[config.mk]
export PLATFORM = sky130hd
export DESIGN_NAME = cache_ctrl
export DESIGN_NICKNAME = d
export VERILOG_FILES = /design/src/rtl/cache_pkg.sv /design/src/rtl/cache_tag_store.sv /design/src/rtl/cache_ctrl.sv
export SDC_FILE = /design/constraint.sdc
export NUM_CORES = 1
export LEC_CHECK = 0
export BUFFER_PORTS_ARGS = -buffer_cell sky130_fd_sc_hd__buf_2
export CELL_PAD_IN_SITES_DETAIL_PLACEMENT = 1
export CELL_PAD_IN_SITES_GLOBAL_PLACEMENT = 2
export CORE_MARGIN = 2
export CORE_UTILIZATION = 38
export DETAILED_ROUTE_END_ITERATION = 10
export PLACE_DENSITY_LB_ADDON = 0.1
export REMOVE_ABC_BUFFERS = 1
export SLEW_MARGIN = 25
export SYNTH_ARGS = -nofsm -noshare
export SYNTH_HDL_FRONTEND = slang
export SYNTH_SLANG_ARGS = --single-unit
[constraint.sdc]
create_clock -name clk -period 2.25 [get_ports clk]
set_input_delay 0.1125 -clock clk [delete_from_list [all_inputs] [get_ports clk]]
set_output_delay 0.1125 -clock clk [all_outputs]
set_load 0.05 [all_outputs]
[src/rtl/cache_pkg.sv]
// Shared definitions for the 2-way set-associative cache controller:
// address field layout, controller state encoding and memory address composition.
package cache_pkg;

  localparam int unsigned ADDR_W          = 10;
  localparam int unsigned WORDS_PER_BLOCK = 4;
  localparam int unsigned NUM_SETS        = 2;

  localparam int unsigned OFF_W  = 2;
  localparam int unsigned WORD_W = 2;
  localparam int unsigned IDX_W  = 1;
  localparam int unsigned TAG_W  = 5;

  localparam int unsigned WORD_LSB = OFF_W;
  localparam int unsigned IDX_LSB  = OFF_W + WORD_W;
  localparam int unsigned TAG_LSB  = IDX_LSB + IDX_W;

  localparam logic [WORD_W-1:0] LAST_WORD = WORD_W'(WORDS_PER_BLOCK - 1);

  typedef enum logic [2:0] {
    S_IDLE,
    S_LOOKUP,
    S_WRITEBACK,
    S_REFILL,
    S_RESPOND
  } state_e;

  function automatic logic [ADDR_W-1:0] compose_addr(input logic [TAG_W-1:0]  tag,
                                                     input logic [IDX_W-1:0]  set,
                                                     input logic [WORD_W-1:0] word);
    return {tag, set, word, {OFF_W{1'b0}}};
  endfunction

endpackage

[src/rtl/cache_tag_store.sv]
// Tag, valid, dirty and LRU state for both ways of every set, with
// combinational hit/victim lookup and synchronous updates.
module cache_tag_store
  import cache_pkg::*;
(
  input  logic             clk,
  input  logic             rst_n,
  input  logic [IDX_W-1:0] set_i,
  input  logic [TAG_W-1:0] tag_i,
  input  logic             way_i,
  input  logic             fill_en_i,
  input  logic             clean_en_i,
  input  logic             touch_en_i,
  input  logic             touch_dirty_i,
  output logic             hit_o,
  output logic             hit_way_o,
  output logic             victim_way_o,
  output logic             victim_dirty_o,
  output logic [TAG_W-1:0] victim_tag_o
);

  logic [TAG_W-1:0]    tag_q   [NUM_SETS][2];
  logic [1:0]          valid_q [NUM_SETS];
  logic [1:0]          dirty_q [NUM_SETS];
  logic [NUM_SETS-1:0] lru_q;

  logic hit0, hit1;

  always_comb begin
    hit0      = valid_q[set_i][0] && (tag_q[set_i][0] == tag_i);
    hit1      = valid_q[set_i][1] && (tag_q[set_i][1] == tag_i);
    hit_o     = hit0 || hit1;
    hit_way_o = !hit0;
    // An invalid way is always preferred over evicting, way 0 first.
    if (!valid_q[set_i][0])      victim_way_o = 1'b0;
    else if (!valid_q[set_i][1]) victim_way_o = 1'b1;
    else                         victim_way_o = lru_q[set_i];
    victim_tag_o   = tag_q[set_i][victim_way_o];
    victim_dirty_o = valid_q[set_i][victim_way_o] && dirty_q[set_i][victim_way_o];
  end

  always_ff @(posedge clk or negedge rst_n) begin
    if (!rst_n) begin
      for (int unsigned s = 0; s < NUM_SETS; s++) begin
        tag_q[s][0] <= '0;
        tag_q[s][1] <= '0;
        valid_q[s]  <= '0;
        dirty_q[s]  <= '0;
      end
      lru_q <= '0;
    end else begin
      if (fill_en_i) begin
        tag_q[set_i][way_i]   <= tag_i;
        valid_q[set_i][way_i] <= 1'b1;
        dirty_q[set_i][way_i] <= 1'b0;
      end
      if (clean_en_i) dirty_q[set_i][way_i] <= 1'b0;
      if (touch_en_i) begin
        lru_q[set_i] <= ~way_i;
        if (touch_dirty_i) dirty_q[set_i][way_i] <= 1'b1;
      end
    end
  end

endmodule

[src/rtl/cache_ctrl.sv]
// Sequencing controller for the 2-way write-back LRU data cache: hit/miss
// decision, victim write-back and refill bursts, and data-array strobes.
module cache_ctrl
  import cache_pkg::*;
(
  input  logic              clk,
  input  logic              rst_n,
  input  logic              cpu_req_valid,
  output logic              cpu_req_ready,
  input  logic              cpu_rw,
  input  logic [ADDR_W-1:0] cpu_addr,
  output logic              cpu_resp_valid,
  output logic              cpu_hit,
  output logic              da_en,
  output logic              da_we,
  output logic              da_wsel,
  output logic              da_way,
  output logic [IDX_W-1:0]  da_set,
  output logic [WORD_W-1:0] da_word,
  output logic              mem_req,
  output logic              mem_we,
  output logic [ADDR_W-1:0] mem_addr,
  input  logic              mem_ack
);

  state_e              state_q;
  logic                rw_q, hit_q, way_q, mem_req_q;
  logic [TAG_W-1:0]    atag_q, vtag_q;
  logic [IDX_W-1:0]    idx_q;
  logic [WORD_W-1:0]   cword_q, bcnt_q;

  logic             ts_hit, ts_hit_way, ts_victim_way, ts_victim_dirty;
  logic [TAG_W-1:0] ts_victim_tag;
  logic             last_ack;
  logic             unused_off;

  assign unused_off = ^cpu_addr[OFF_W-1:0];
  assign last_ack   = mem_req_q && mem_ack && (bcnt_q == LAST_WORD);

  cache_tag_store u_tags (
    .clk            (clk),
    .rst_n          (rst_n),
    .set_i          (idx_q),
    .tag_i          (atag_q),
    .way_i          (way_q),
    .fill_en_i      ((state_q == S_REFILL) && last_ack),
    .clean_en_i     ((state_q == S_WRITEBACK) && last_ack),
    .touch_en_i     (state_q == S_RESPOND),
    .touch_dirty_i  (rw_q),
    .hit_o          (ts_hit),
    .hit_way_o      (ts_hit_way),
    .victim_way_o   (ts_victim_way),
    .victim_dirty_o (ts_victim_dirty),
    .victim_tag_o   (ts_victim_tag)
  );

  // mem_req is registered, so each burst opens with one issue cycle; a
  // write-back flows straight into its refill without dropping the request.
  always_ff @(posedge clk or negedge rst_n) begin
    if (!rst_n) begin
      state_q   <= S_IDLE;
      rw_q      <= 1'b0;
      hit_q     <= 1'b0;
      way_q     <= 1'b0;
      mem_req_q <= 1'b0;
      atag_q    <= '0;
      vtag_q    <= '0;
      idx_q     <= '0;
      cword_q   <= '0;
      bcnt_q    <= '0;
    end else begin
      unique case (state_q)
        S_IDLE: begin
          if (cpu_req_valid) begin
            rw_q    <= cpu_rw;
            atag_q  <= cpu_addr[TAG_LSB +: TAG_W];
            idx_q   <= cpu_addr[IDX_LSB +: IDX_W];
            cword_q <= cpu_addr[WORD_LSB +: WORD_W];
            state_q <= S_LOOKUP;
          end
        end
        S_LOOKUP: begin
          hit_q  <= ts_hit;
          bcnt_q <= '0;
          if (ts_hit) begin
            way_q   <= ts_hit_way;
            state_q <= S_RESPOND;
          end else begin
            way_q   <= ts_victim_way;
            vtag_q  <= ts_victim_tag;
            state_q <= ts_victim_dirty ? S_WRITEBACK : S_REFILL;
          end
        end
        S_WRITEBACK, S_REFILL: begin
          if (!mem_req_q) begin
            mem_req_q <= 1'b1;
          end else if (mem_ack) begin
            bcnt_q <= bcnt_q + 1'b1;
            if (bcnt_q == LAST_WORD) begin
              if (state_q == S_WRITEBACK) begin
                state_q <= S_REFILL;
              end else begin
                mem_req_q <= 1'b0;
                state_q   <= S_RESPOND;
              end
            end
          end
        end
        S_RESPOND: state_q <= S_IDLE;
        default:   state_q <= S_IDLE;
      endcase
    end
  end

  always_comb begin
    cpu_req_ready  = 1'b0;
    cpu_resp_valid = 1'b0;
    cpu_hit        = 1'b0;
    da_en          = 1'b0;
    da_we          = 1'b0;
    da_wsel        = 1'b0;
    da_way         = 1'b0;
    da_set         = '0;
    da_word        = '0;
    mem_req        = mem_req_q;
    mem_we         = mem_req_q && (state_q == S_WRITEBACK);
    mem_addr       = '0;
    if (mem_req_q)
      mem_addr = compose_addr((state_q == S_WRITEBACK) ? vtag_q : atag_q, idx_q, bcnt_q);
    unique case (state_q)
      S_IDLE: cpu_req_ready = 1'b1;
      S_WRITEBACK: begin
        da_en   = 1'b1;
        da_way  = way_q;
        da_set  = idx_q;
        da_word = bcnt_q;
      end
      S_REFILL: begin
        da_en   = mem_req_q && mem_ack;
        da_we   = mem_req_q && mem_ack;
        da_wsel = 1'b1;
        da_way  = way_q;
        da_set  = idx_q;
        da_word = bcnt_q;
      end
      S_RESPOND: begin
        da_en          = 1'b1;
        da_we          = rw_q;
        da_way         = way_q;
        da_set         = idx_q;
        da_word        = cword_q;
        cpu_resp_valid = 1'b1;
        cpu_hit        = hit_q;
      end
      default: ;
    endcase
  end

endmodule

==> impl_results.md, run 1 <==
* Worst r2r path cells at 6
* Max Freq at about 470 MHz
* Largest family of logic cells by synthesized area: multiplexers
* Post-detail-place hpwl at ~4700 um
* Pin count of the biggest net entering global routing at 53
* Vias per cell at between 5 and 6
* IO buf count at 32
* Register area share after synthesis at between 40% and 50%
* DRT antenna net count at 0
* Slew Limit Fails at 0
* Post-synthesis average cell area at ~11 um2
* Adder-Cell Fraction of Synth Area at less than 1%
* Routed WL per cell at around 18 um
* First DRT Iteration DRCs at between 70 and 80
* Die Width at approximately 90 um
* Area delta synth->final at 17.2%
* DRC viols at 0
* Synth Area in Simple Gates at between 10% and 20%
* Crit share post-route at 93.8%
* CTS Buffer Depth at 2
* Die H at about 88 um
* Vias post-DR at ~1900
* CTS Sinks at between 50 and 60
* Total core area at between 0.006 and 0.007 mm2
* CP Data Arrival Time at between 2000 and 2500 ps
* Row count at 30
* Final GP Congestion at between 0.7 and 0.8
* Dominant synthesized flop cell: dfrtp_1
* Reg clk slew, reported paths at roughly 100 ps
* Total CTS buffers at 5
* Unrepaired setup endpoints after global routing: false
* Max Cap Viol at 0
* Max H-tree Level at 2
* Worst Tran Pin Value at approximately 670 ps
* Initial antenna violation count at 0
* Power Dens Cells at about 1500 mW/mm2
* Min-delay worst type: input port to flip-flop
* Synthesized flop and latch total at 52
* FFs w/ async S/R, synth at 100%
* Layout cell share with drive strength beyond 1 at a little under two fifths
* Layout net count at roughly 300
* Drt first pass iters at 4
* Slew margin rel. at a little under three fifths
* Global Route Usage Sum at between 10% and 20%
* Tmin final at around 2100 ps
* First-pass GRT wire length at 10500 um
* WS Path Type: flip-flop to flip-flop
* Crit. End Element: flip-flop
* Yosys top cell area share at approximately half
* Post-Synth XOR/XNOR Area at under 10%
* Clock skew at about 7.9 ps
* Synth cell types at between 40 and 50
* Status: complete, no violations
* Yosys top cell by area: dfrtp_1
* Die area at roughly 0.0078 mm2
* Setup violations, final at 0
* Num ports at 37
* CP Data Required Time at 2440 ps
* Power Total at between 4000 and 5000 uW
* Synth area leaders: dfrtp_1 48%, mux2_2 11%, mux2i_1 8.2%
* CTS tree: yes
* CP Max Fanout at 8
* Post-synth EDFFs at 0
* Final non-filler cell total at around 380
* Placed cell count at 366
* Fin. Hold Viols at 0
* Root Driver: clkbuf_8
* Clk_lat worst skew at about 300 ps
* Ant diodes at 0
* Compound-gate portion of the synthesized area at roughly 9.9%
* Hold depth at 3
* Detailed-route wire length at approximately 6600 um
* Setup crit start kind: flip-flop
* Static Leakage at 0.00149 uW
* Worst vdd ir at 0.543 mV
* Post-synthesis cell area at between 0.002 and 0.003 mm2
* Gate count of the mapped netlist at 237
* YS warnings at 0
* Mux cell area share after synthesis at between 20 and 25%
* GR Overflow Total at 0
* Vias in the first global route at roughly 2000
* Initial Util at about 39%
## cell type report
type,count,area [um2]
clock buffer,6,72.6
clock inverter,2,35.0
fill,775,3670
inverter,5,18.8
multi-input combinational,165,1300
sequential,52,1300
tap,96,120
timing repair buffer,50,310
## stage by stage
stage | setup slack, ps | cell area (um2) | TNS, ps | utilization (%) | hold WS (ps)
6_report | 139 | 3160 | 0 | 46.2 | 12.0
5_1_grt | 20.6 | 3160 | 0 | 46.2 | 29.7
2_1_floorplan | -281 | 2620 | -2640 | - | -183
3_5_place_dp | 32.9 | 3030 | 0 | 44.3 | 284
4_1_cts | 15.0 | 3150 | 0 | 46.0 | 8.42
3_3_place_gp | 108 | 3030 | 0 | 44.3 | 284
## placed cells by master, fill, tap and decap left out, types with 3 or more instances in the layout
cell / Yosys / layout
dfrtp_1: 52 / 51
buf_2: 0 / 32
mux2_2: 27 / 27
mux2i_1: 22 / 21
nand2_1: 16 / 16
buf_4: 2 / 16
o21ai_0: 15 / 15
nor2_1: 9 / 9
xnor2_1: 7 / 7
nor2b_1: 6 / 6
and2_1: 7 / 6
nor2_2: 5 / 5
mux2_4: 5 / 5
clkbuf_8: 0 / 5
o22ai_1: 4 / 4
a31oi_1: 4 / 4
a21oi_1: 4 / 4
inv_1: 3 / 3
and3_1: 3 / 3
xor2_1: 3 / 3
or2_2: 3 / 3
## layer usage
metal  track usage [%]  routed length (um)  vias to the layer above
met3              3.08                 141                        8
li1                  -                   -                      910
met5                 0                   0                        -
met4              5.79                 150                        0
met2              29.8                3200                       26
met1              24.5                3130                      973
## critical path: stages (launching register included)
cell and delay [ps]:
dfrtp_2 470, mux2i_1 330, xnor2_1 140, a2111oi_2 340, o211ai_2 210, nand3_4 190, mux2_4 320
## cells in the mapped netlist (all sizes together) (2+ instances only)
library cell	number
and3	3
o21a	2
nor2	14
inv	4
and2	7
xor2	3
o211ai	3
o31ai	2
a31oi	4
nor2b	6
dfrtp	52
o21ai	15
mux2i	23
nor3	3
a22o	2
buf	4
o22ai	4
clkbuf	12
a21oi	4
xnor2	7
nand2	16
or2	3
mux2	32
nand3	2
## flip-flops by register name (all words and copies together), names as in the netlist, 2 cells and up
register,count
atag_q,5
bcnt_q,2
cword_q,2
state_q,3
u_tags.dirty_q,4
u_tags.lru_q,2
u_tags.tag_q,20
u_tags.valid_q,4
vtag_q,5
## report_power, final
group | internal, uW | leakage [uW] | switching (uW)
Sequential | 1250 | 0.000664 | 330
Clock | 331 | 0.0000552 | 314
Combinational | 957 | 0.000770 | 1560
Total | 2540 | 0.00149 | 2200
## final timing paths
check                                         startpoint                       endpoint  slack, ps
setup reg to reg                       idx_q$_DFFE_PN0P_          vtag_q[1]$_DFFE_PN0P_        140
min in group asynchronous                          rst_n  u_tags.valid_q[1]$_DFFE_PN0N_        460
max in group asynchronous                          rst_n              idx_q$_DFFE_PN0P_       1320
setup / recovery                       idx_q$_DFFE_PN0P_          vtag_q[1]$_DFFE_PN0P_        140
hold / removal                               cpu_addr[5]          atag_q[0]$_DFFE_PN0P_         10
hold reg to reg            u_tags.valid_q[2]$_DFFE_PN0N_  u_tags.valid_q[2]$_DFFE_PN0N_        510
## what timing repair did
item                                   4_1_cts  5_1_grt
gates resized for setup                      0        3
hold buffers                                 1        0
endpoints found under the hold margin       52        0
buffers inserted                             0        1
setup endpoints to repair                    0        6
## kinds of logic after synthesis
logic type / count (synthesis)
adder cells (fa/ha/maj): 1
AO/OA/AOI/OAI: 41
AND/OR/NAND/NOR: 56
XOR/XNOR: 10
multiplexers: 55
buffers and inverters: 21
flip-flops: 52
other: 1
No activity file was read; power rests on OpenSTA's default activity.
==> run 2: changes to the inputs <==
--- a/config.mk
+++ b/config.mk
@@ -5,7 +5,7 @@
 export SDC_FILE = /design/constraint.sdc
 export NUM_CORES = 1
 export LEC_CHECK = 0
-export BUFFER_PORTS_ARGS = -buffer_cell sky130_fd_sc_hd__buf_2
+export BUFFER_PORTS_ARGS = -buffer_cell sky130_fd_sc_hd__clkbuf_2
 export CELL_PAD_IN_SITES_DETAIL_PLACEMENT = 1
 export CELL_PAD_IN_SITES_GLOBAL_PLACEMENT = 2
 export CORE_MARGIN = 2
==> run 2 against run 1 <==
Compared with the run above: hold slack improved by 13 ps; combinational power is essentially flat; sequential power barely moved; via count down 0.16%; highest routed layer unchanged; utilization grew 0.27 points; flip-flop and latch count stayed put; wire length decreased by 0.88%.
==> impl_results.md, run 2 (same netlist as run 1, synthesis figures left out) <==
* Ant diodes at 0 (unchanged)
* DRC viols at 0 (unchanged)
* Initial antenna violation count at 0 (unchanged)
* Die Width at 88.2 um (unchanged)
* Fin. Hold Viols at 0 (unchanged)
* Row count at 30 (unchanged)
* Crit share post-route at 91.3% (was 93.8%)
* Largest Register: u_tags.tag_q (unchanged)
* Area delta synth->final at 17.9% (was 17.2%)
* Crit. End Element: primary output (was flip-flop)
* Most frequent cells in the layout: 51 x dfrtp_1, 32 x clkbuf_2, 27 x mux2_2 (was 51 x dfrtp_1, 32 x buf_2, 27 x mux2_2)
* Detailed-route wire length at 6560 um (was 6620 um)
* IO buf count at 32 (unchanged)
* CP max-delay cell: dfrtp_1 (was dfrtp_2)
* CP Data Required Time at 2140 ps (was 2440 ps)
* Post-detail-place hpwl at 4740 um (was 4700 um)
* Global Route Usage Sum at 18.2% (was 18.1%)
* Status: complete, no violations (unchanged)
* GR Overflow Total at 0 (unchanged)
* Clk_lat worst skew at 300 ps (about the same)
* Vias post-DR at 1914 (was 1917)
* Power Dens Cells at 1510 mW/mm2 (was 1500 mW/mm2)
* First DRT Iteration DRCs at 57 (was 74)
* Commonest non-fill, non-tap cell in the layout: dfrtp_1 (unchanged)
* Number of flip-flops in the largest register at 20 (unchanged)
* Placed cell count at 367 (was 366)
* Drt first pass iters at 4 (unchanged)
* First-pass GRT wire length at 10600 um (was 10500 um)
* Clock skew at 6.06 ps (was 7.94 ps)
* Slew Limit Fails at 0 (unchanged)
* Post-CTS setup buffer count at 0 (unchanged)
* CTS Sinks at 52 (unchanged)
* Setup crit end: da_we (was vtag_q[1]$_DFFE_PN0P_)
* Reg2reg start: idx_q$_DFFE_PN0P_ (unchanged)
* Max Cap Viol at 0 (unchanged)
* CTS Buffer Depth at 2 (unchanged)
* Dpl cell area at 0.00304 mm2 (was 0.00303 mm2)
* Critical R2R Capture: vtag_q[1]$_DFFE_PN0P_ (unchanged)
* Min-delay worst type: input port to flip-flop (unchanged)
* Num ports at 37 (unchanged)
* Worst Tran Pin Value at 676 ps (was 669 ps)
* Layout net count at 295 (unchanged)
* Fin area at 0.00318 mm2 (was 0.00316 mm2)
* Total CTS buffers at 5 (unchanged)
* Final non-filler cell total at 376 (unchanged)
* Worst setup path startpoint: state_q[0]$_DFFE_PN0P_ (was idx_q$_DFFE_PN0P_)
* CP Data Arrival Time at 1940 ps (was 2300 ps)
* WS Path Type: flip-flop to primary output (was flip-flop to flip-flop)
* CP Max Fanout at 9 (was 8)
* R2r setup slk at 200 ps (was 140 ps)
* Pin count of the biggest net entering global routing at 53 (unchanged)
* Setup violations, final at 0 (unchanged)
* Setup crit start kind: flip-flop (unchanged)
* Reg clk slew, reported paths at 90 ps (was 100 ps)
* CTS tree: yes (unchanged)
* Max Freq at 487 MHz (was 474 MHz)
* Unrepaired setup endpoints after global routing: false (unchanged)
* Die H at 88.2 um (unchanged)
* Final GP Congestion at 0.722 (was 0.732)
* Total core area at 0.00683 mm2 (unchanged)
* Slowest stage delay, CP at 490 ps (was 470 ps)
* Worst vdd ir at 0.502 mV (was 0.543 mV)
* Die area at 0.00779 mm2 (unchanged)
* Vias in the first global route at 2025 (was 1969)
* Routed WL per cell at 17.4 um (was 17.6 um)
* Largest regs: u_tags.tag_q x20, atag_q x5, vtag_q x5 (unchanged)
* Layout cell share with drive strength beyond 1 at 37.9% (was 37.5%)
* Vias per cell at 5.09 (was 5.10)
* Max H-tree Level at 2 (unchanged)
* Initial Util at 39.5% (unchanged)
* DRT antenna net count at 0 (unchanged)
* Static Leakage at 0.00150 uW (was 0.00149 uW)
* CP Cell Sequence: nor2_1 > and2_2 > nand2_1 > o21ai_0 > clkbuf_2 (was mux2i_1 > xnor2_1 > a2111oi_2 > o211ai_2 > nand3_4 > mux2_4)
* Fillers at 772 (was 775)
* Worst r2r path cells at 7 (was 6)
* Tmin final at 2050 ps (was 2110 ps)
* Slew margin rel. at 55.0% (was 55.4%)
* Root Driver: clkbuf_8 (unchanged)
[run 2: cell count changes in the layout (fill, tap and decap cells not counted)]
cell | previous run | this run
clkbuf_1 | 1 | 0
clkinv_2 | 1 | 0
buf_2 | 32 | 0
clkbuf_2 | 0 | 32
clkbuf_8 | 5 | 7
[run 2: worst min path at each step]
stage / from / endpoint / slack [ps] / cells past startpoint
detailed placement: rst_n / u_tags.valid_q[1]$_DFFE_PN0N_ / 290 / 2
finish: cpu_addr[5] / atag_q[0]$_DFFE_PN0P_ / 30 / 3
floorplan: rst_n / atag_q[0]$_DFFE_PN0P_ / -180 / 0
CTS: cpu_addr[5] / atag_q[0]$_DFFE_PN0P_ / 20 / 3
global route: cpu_addr[3] / cword_q[1]$_DFFE_PN0P_ / 20 / 2
global placement: rst_n / u_tags.valid_q[1]$_DFFE_PN0N_ / 280 / 2
[run 2: power breakdown]
part / internal [uW] / switching, uW
clock network: 393 / 299
registers: 1250 / 311
logic: 956 / 1580
[run 2: per-layer routing]
metal | vias up | global-route usage [%] | part of all wire [%] | wire [um]
met5 | - | 0 | 0 | 0
met3 | 4 | 3.17 | 2.1 | 140
met4 | 0 | 4.41 | 1.0 | 66
met1 | 980 | 24.1 | 47 | 3110
met2 | 24 | 31.2 | 49 | 3240
li1 | 906 | - | - | -
[run 2: what timing repair did]
action / CTS / global route
setup endpoints to repair: 0 / 9
hold endpoints to repair: 52 / 0
resized for setup: 0 / 3
hold buffers: 1 / 0
[run 2: layout make-up]
class	count	area [um2]	area share [%]
clock buffer	7	96.3	3.03
clock inverter	1	30.0	0.945
inverter	5	18.8	0.591
multi-input combinational	165	1300	40.9
sequential	52	1300	41.0
tap	96	120	3.78
timing repair buffer	50	310	9.76
[run 2: per-stage QoR]
step,hold slack (ps),util (%),total power [uW],setup slack (ps),TNS [ps]
after CTS,19.6,46.4,4840,48.2,0
after detailed placement,286,44.4,4130,68.0,0
after global routing,17.9,46.5,5110,0.708,0
final,25.5,46.5,4790,196,0
after floorplan,-183,-,3350,-281,-2640
after global placement,283,44.4,4090,129,0
[run 2: worst max-delay path: cells and delay by family (launching register included)]
family / cells / cell delay (ps)
AOI/OAI and AO/OA: 1 / 120
buffers and inverters: 1 / 310
DFF: 1 / 490
and+or+nand+nor: 3 / 720
